`src/rtl/wb_host_pkg.sv`:
```
// wb_host_pkg: shared widths and FSM state type for the Wishbone host sequencer.
package wb_host_pkg;

  localparam int WB_AW     = 32;
  localparam int WB_DW     = 32;
  localparam int WB_SW     = 4;
  localparam int TXN_CNT_W = 16;

  typedef enum logic [1:0] {
    ST_IDLE = 2'd0,
    ST_BUS  = 2'd1,
    ST_RESP = 2'd2
  } state_e;

endpackage

```
`src/rtl/wb_host_timer.sv`:
```
// wb_host_timer: 16-bit bus-cycle watchdog. The count is cleared when a command
// is accepted and advances on every BUS cycle that sees neither ack nor err.
// expired_o flags the edge that completes the limit-th such cycle.
module wb_host_timer (
  input  logic        clk_i,
  input  logic        rst_i,
  input  logic        clear_i,
  input  logic        enable_i,
  input  logic [15:0] limit_i,
  output logic        expired_o
);

  logic [15:0] count_q;
  logic [15:0] count_d;

  // The 17-bit compare keeps the test free of wrap at the top of the range.
  assign expired_o = enable_i && (({1'b0, count_q} + 17'd1) >= {1'b0, limit_i});

  // Next count: clear wins, otherwise count idle BUS cycles until expiry.
  always_comb begin
    count_d = count_q;
    if (clear_i) begin
      count_d = 16'd0;
    end else if (enable_i && !expired_o) begin
      count_d = count_q + 16'd1;
    end else begin
      count_d = count_q;
    end
  end

  // Count register with synchronous reset.
  always_ff @(posedge clk_i) begin
    if (rst_i) begin
      count_q <= 16'd0;
    end else begin
      count_q <= count_d;
    end
  end

endmodule

```
`src/rtl/wb_host_seq.sv`:
```
// wb_host_seq: turns one command at a time into a Wishbone classic single
// transfer and returns the result on a valid/ready response channel.
// IDLE -> BUS -> RESP -> IDLE; all outputs come straight from flops.
// Optional build macro WB_HOST_TIMEOUT_EN adds a watchdog that aborts a BUS
// phase after TIMEOUT_CYCLES cycles without ack/err and reports an error.
module wb_host_seq
  import wb_host_pkg::*;
#(
  parameter int TIMEOUT_CYCLES = 255
) (
  input  logic                 wb_clk_i,
  input  logic                 wb_rst_i,
  input  logic                 cmd_valid_i,
  output logic                 cmd_ready_o,
  input  logic                 cmd_we_i,
  input  logic [WB_AW-1:0]     cmd_adr_i,
  input  logic [WB_DW-1:0]     cmd_dat_i,
  input  logic [WB_SW-1:0]     cmd_sel_i,
  output logic                 wbm_cyc_o,
  output logic                 wbm_stb_o,
  output logic                 wbm_we_o,
  output logic [WB_AW-1:0]     wbm_adr_o,
  output logic [WB_DW-1:0]     wbm_dat_o,
  output logic [WB_SW-1:0]     wbm_sel_o,
  input  logic [WB_DW-1:0]     wbm_dat_i,
  input  logic                 wbm_ack_i,
  input  logic                 wbm_err_i,
  output logic                 rsp_valid_o,
  input  logic                 rsp_ready_i,
  output logic [WB_DW-1:0]     rsp_dat_o,
  output logic                 rsp_err_o,
  output logic [TXN_CNT_W-1:0] txn_cnt_o
);

  state_e                 state_q, state_d;
  logic                   cmd_ready_q, cmd_ready_d;
  logic                   cyc_q, cyc_d;
  logic                   stb_q, stb_d;
  logic                   we_q, we_d;
  logic [WB_AW-1:0]       adr_q, adr_d;
  logic [WB_DW-1:0]       dat_q, dat_d;
  logic [WB_SW-1:0]       sel_q, sel_d;
  logic                   rsp_valid_q, rsp_valid_d;
  logic [WB_DW-1:0]       rsp_dat_q, rsp_dat_d;
  logic                   rsp_err_q, rsp_err_d;
  logic [TXN_CNT_W-1:0]   txn_cnt_q, txn_cnt_d;
  logic                   timeout_s;

`ifdef WB_HOST_TIMEOUT_EN
  localparam logic [15:0] TIMEOUT_LIMIT = 16'(TIMEOUT_CYCLES);

  logic tmr_clear_s;
  logic tmr_en_s;

  assign tmr_clear_s = (state_q == ST_IDLE) && cmd_valid_i;
  assign tmr_en_s    = (state_q == ST_BUS) && !wbm_ack_i && !wbm_err_i;

  wb_host_timer u_timer (
    .clk_i     (wb_clk_i),
    .rst_i     (wb_rst_i),
    .clear_i   (tmr_clear_s),
    .enable_i  (tmr_en_s),
    .limit_i   (TIMEOUT_LIMIT),
    .expired_o (timeout_s)
  );
`else
  // Without the watchdog a BUS phase only ends on ack or err.
  assign timeout_s = 1'b0;
`endif

  // Next-state and next-output logic; ack/err are only looked at in BUS.
  always_comb begin
    state_d     = state_q;
    cyc_d       = cyc_q;
    stb_d       = stb_q;
    we_d        = we_q;
    adr_d       = adr_q;
    dat_d       = dat_q;
    sel_d       = sel_q;
    rsp_valid_d = rsp_valid_q;
    rsp_dat_d   = rsp_dat_q;
    rsp_err_d   = rsp_err_q;
    txn_cnt_d   = txn_cnt_q;
    case (state_q)
      ST_IDLE: begin
        if (cmd_valid_i) begin
          state_d = ST_BUS;
          cyc_d   = 1'b1;
          stb_d   = 1'b1;
          we_d    = cmd_we_i;
          adr_d   = cmd_adr_i;
          dat_d   = cmd_dat_i;
          sel_d   = cmd_sel_i;
        end else begin
          state_d = ST_IDLE;
        end
      end
      ST_BUS: begin
        if (wbm_err_i || wbm_ack_i || timeout_s) begin
          // err beats ack; a timeout is reported as an error with no data.
          state_d     = ST_RESP;
          cyc_d       = 1'b0;
          stb_d       = 1'b0;
          rsp_valid_d = 1'b1;
          rsp_err_d   = wbm_err_i || !wbm_ack_i;
          rsp_dat_d   = (wbm_ack_i && !wbm_err_i && !we_q) ? wbm_dat_i : 32'h0000_0000;
          txn_cnt_d   = txn_cnt_q + 16'd1;
        end else begin
          state_d = ST_BUS;
        end
      end
      ST_RESP: begin
        if (rsp_ready_i) begin
          state_d     = ST_IDLE;
          rsp_valid_d = 1'b0;
        end else begin
          state_d = ST_RESP;
        end
      end
      default: begin
        state_d     = ST_IDLE;
        cyc_d       = 1'b0;
        stb_d       = 1'b0;
        rsp_valid_d = 1'b0;
      end
    endcase
    cmd_ready_d = (state_d == ST_IDLE);
  end

  // State and output registers; reset abandons any bus cycle without a response.
  always_ff @(posedge wb_clk_i) begin
    if (wb_rst_i) begin
      state_q     <= ST_IDLE;
      cmd_ready_q <= 1'b1;
      cyc_q       <= 1'b0;
      stb_q       <= 1'b0;
      we_q        <= 1'b0;
      adr_q       <= 32'h0000_0000;
      dat_q       <= 32'h0000_0000;
      sel_q       <= 4'h0;
      rsp_valid_q <= 1'b0;
      rsp_dat_q   <= 32'h0000_0000;
      rsp_err_q   <= 1'b0;
      txn_cnt_q   <= 16'h0000;
    end else begin
      state_q     <= state_d;
      cmd_ready_q <= cmd_ready_d;
      cyc_q       <= cyc_d;
      stb_q       <= stb_d;
      we_q        <= we_d;
      adr_q       <= adr_d;
      dat_q       <= dat_d;
      sel_q       <= sel_d;
      rsp_valid_q <= rsp_valid_d;
      rsp_dat_q   <= rsp_dat_d;
      rsp_err_q   <= rsp_err_d;
      txn_cnt_q   <= txn_cnt_d;
    end
  end

  assign cmd_ready_o = cmd_ready_q;
  assign wbm_cyc_o   = cyc_q;
  assign wbm_stb_o   = stb_q;
  assign wbm_we_o    = we_q;
  assign wbm_adr_o   = adr_q;
  assign wbm_dat_o   = dat_q;
  assign wbm_sel_o   = sel_q;
  assign rsp_valid_o = rsp_valid_q;
  assign rsp_dat_o   = rsp_dat_q;
  assign rsp_err_o   = rsp_err_q;
  assign txn_cnt_o   = txn_cnt_q;

endmodule
```
`config.mk`:
```
export PLATFORM = sky130hd
export DESIGN_NAME = wb_host_seq
export DESIGN_NICKNAME = d
export VERILOG_FILES = /design/src/rtl/wb_host_pkg.sv /design/src/rtl/wb_host_timer.sv /design/src/rtl/wb_host_seq.sv
export SDC_FILE = /design/constraint.sdc
export NUM_CORES = 1
export LEC_CHECK = 0
export CAP_MARGIN = 20
export CORE_ASPECT_RATIO = 1.1
export CORE_MARGIN = 2
export CORE_UTILIZATION = 39
export DETAILED_ROUTE_END_ITERATION = 7
export PLACE_DENSITY = 0.79
export SYNTH_ARGS = -nofsm -noshare
export SYNTH_HDL_FRONTEND = slang
export SYNTH_SLANG_ARGS = --single-unit
```
`constraint.sdc`:
```
create_clock -name wb_clk_i -period 2.1 [get_ports wb_clk_i]
set_input_delay 0.21 -clock wb_clk_i [delete_from_list [all_inputs] [get_ports wb_clk_i]]
set_output_delay 0.21 -clock wb_clk_i [all_outputs]
set_load 0.005 [all_outputs]
```
==> results of run 1 <==
[metal layers]
layer	global-route usage	wire, um	vias to the layer above
li1	-	-	2183
met1	0.2390	5212	2017
met2	0.3926	6830	176
met3	0.08390	1128	14
met4	0.07644	193	0
met5	0	0	-
[kinds of logic after synthesis]
logic type | count (synthesis)
buf+inv | 42
simple gates | 224
mux | 3
fa+ha+maj | 1
xor+xnor | 7
flops | 123
compound gates | 121
[state kept, by name, indices dropped and copies added (netlist names)]
| register | cells |
|---|---|
| wbm_sel_o | 4 |
| wbm_adr_o | 32 |
| cmd_ready_o | 1 |
| rsp_err_o | 1 |
| wbm_dat_o | 32 |
| state_q | 2 |
| wbm_we_o | 1 |
| rsp_valid_o | 1 |
| rsp_dat_o | 32 |
| wbm_stb_o | 1 |
| txn_cnt_o | 16 |
[Yosys cell counts, types with 3 or more instances]
cell,count,share of area
nand3_1,5,0.0057
clkbuf_1,34,0.029
xor2_1,3,0.0060
o31ai_1,6,0.010
dfxtp_1,123,0.56
buf_1,4,0.0034
or3_1,3,0.0043
a21oi_1,79,0.091
o21ai_0,3,0.0034
nor4_1,3,0.0043
nor2_1,47,0.040
xnor2_1,4,0.0080
or4_1,6,0.010
nand2_1,147,0.13
a22oi_1,33,0.057
[through the flow]
stage	util	setup WS (ns)	hold slack [ns]	power, W
after floorplan	-	0.3870	0.3460	0.002811
after global placement	0.6240	0.06231	0.4415	0.003301
after detailed placement	0.6240	0.04362	0.4457	0.003320
after CTS	0.6763	0.2980	0.2712	0.006098
after global routing	0.6763	0.2087	0.3201	0.006294
final	0.6763	0.2946	0.2809	0.006039
[worst paths after layout]
kind / start / end / slack (ns) / depth (start not counted)
setup / recovery: state_q[1] / txn_cnt_o[15] / 0.29 / 4
hold / removal: wb_rst_i / txn_cnt_o[1] / 0.28 / 2
setup reg to reg: state_q[1] / txn_cnt_o[15] / 0.29 / 4
hold reg to reg: wbm_dat_o[16] / wbm_dat_o[16] / 0.45 / 2
[where the power goes]
| group | leakage [nW] | switching, W | internal (W) | total (W) |
|---|---|---|---|---|
| combinational | 1.39 | 0.000310 | 0.000450 | 0.000760 |
| clock | 0.272 | 0.00101 | 0.00176 | 0.00277 |
| sequential | 1.00 | 0.0000621 | 0.00245 | 0.00251 |
| total | 2.67 | 0.00138 | 0.00466 | 0.00604 |
[layout make-up]
cell class | count | area [um^2] | area share
timing repair buffer | 239 | 2400 | 0.3252
inverter | 2 | 7.507 | 0.001017
multi-input combinational | 356 | 1754 | 0.2377
clock inverter | 12 | 123.9 | 0.01679
clock buffer | 20 | 446.7 | 0.06054
sequential | 123 | 2462 | 0.3337
tap | 147 | 183.9 | 0.02493
==> impl_results.md, run 1 <==
- Status: finished, final reports clean
- Post-synthesis mux area share: 0.007163
- Crit-path max cell delay: 0.49 ns
- Worst Path Max Fanout: 7
- Worst hold path class: in2reg
- Max VDD drop: between 0.5 and 0.6 mV
- Core area: 0.01091 mm^2
- Routed WL per cell: ~15 um
- Cell area after synthesis: roughly 0.0044 mm^2
- CTS H-tree lvls: 4
- Placed cell area: roughly 0.0068 mm^2
- Setup bufs post-CTS: 0
- Vias in the first global route: 4,333
- Critical path cell sequence: nand2b_2, or3_1, or4_1, a21oi_1
- # setup viols final: 0
- CTS buffer count: 17
- Clock sink count: between 100 and 150
- Tcrit/Tclk final: 0.8597
- Compound-cell area share of the yosys netlist: 0.1610
- Critical Path RT: around 2.4 ns
- Simple-gate share of the synthesized area: 0.2138
- Async set or reset register ratio after synthesis: 0
- Leak pwr: roughly 2.7 nW
- Minimum clock period: between 1.5 and 2 ns
- RSZ-0062 raised after global routing: false
- Pwr dens: roughly 820 mW/mm^2
- Synth Register Bits: 123
- PostCTS Resize Cnt: 0
- Die area: 0.01206 mm^2
- Port bufs: about 230
- Non-filler cells, final: between 800 and 900
- I/O Pins: ~230
- Filler instances: 920
- Net count after synthesis: 629
- TNS Setup: 0 ns
- Synth warnings: 0
- GR Overflow Total: 0
- Ant diodes: 0
- Clk_lat worst skew: ~0.40 ns
- Largest net degree at the start of global routing: 56
- Synth cell types: 32
- Max Cap Viol: 0
- Share of layout cells above drive strength 1: 0.06250
- Routability Congestion: between 0.7 and 0.8
- DP HPWL: roughly 9500 um
- Final #Nets: 847
- Placed cells: 867
- # hold bufs at CTS: 0
- Post-synth EDFFs: 0
- Global-route wire length before repair: ~21,000 um
- CP endpoint kind: register
- Worst path arrival time: 2.14 ns
- Main flop type after synthesis: dfxtp_1
- Largest delay share family, worst path: simple AND/OR/NAND/NOR gates
- Hold Vio Cnt, Final: 0
- WS Path Type: reg2reg
- Synthesis-to-layout area growth: 68.97%
- Register clock-pin slew on the reported worst setup and hold paths: roughly 0.06 ns
- Die Span Y: between 100 and 150 um
- Slowest cell on crit path: or4_1
- First-pass DRT Iterations: 5
- Synth Area per Inst: approximately 8.4 um^2
- CTS max path bufs: 2
- Startpoint types: register
- DR iter-0 viols: around 190
- Routed WL: 13,360 um
- Chip width: 104.9 um
- Vias per cell: roughly 4.9
- CTS tree: built
- Vias: ~4,400
- Sequential cell area fraction in the yosys report: 0.5639
- F_max: between 0.5 and 0.6 GHz
- Crit path buf inv count: 0
- Floorplan row count: 40
- Initial core utilization: 0.4002
- Initial antenna violation count: 0
- Synth Area in Adders: 0.002865
- Commonest non-fill, non-tap cell in the layout: clkdlybuf4s50_1
- Detail Route Antenna Nets: 0
- Post-route cell area: 0.007378 mm^2
- Largest family of logic cells by synthesized area: simple AND/OR/NAND/NOR gates
- DRC violations left: 0
- Relative slew slack: 0.5976
- Synth Area in XOR/XNOR: 0.01404
- Cell count after synthesis: about 520
- Worst Clk Skew: 0.006407 ns
- Most frequent cells in the layout: clkdlybuf4s50_1, nand2_1, dfxtp_1
- Max Slew Vio Count: 0
- Worst Tran Pin Value: between 0.6 and 0.7 ns
- CTS Root Cell: clkbuf_16
- Total GRT Usage: 0.2195
(Power assumes the default switching activity.)
==> run 2: changes to the inputs <==
--- a/config.mk
+++ b/config.mk
@@ -5,7 +5,7 @@
 export SDC_FILE = /design/constraint.sdc
 export NUM_CORES = 1
 export LEC_CHECK = 0
-export CAP_MARGIN = 20
+export CAP_MARGIN = 5
 export CORE_ASPECT_RATIO = 1.1
 export CORE_MARGIN = 2
 export CORE_UTILIZATION = 39
==> results of run 2 <==
Final layout, timing and power as in run 1 (identical DEF).
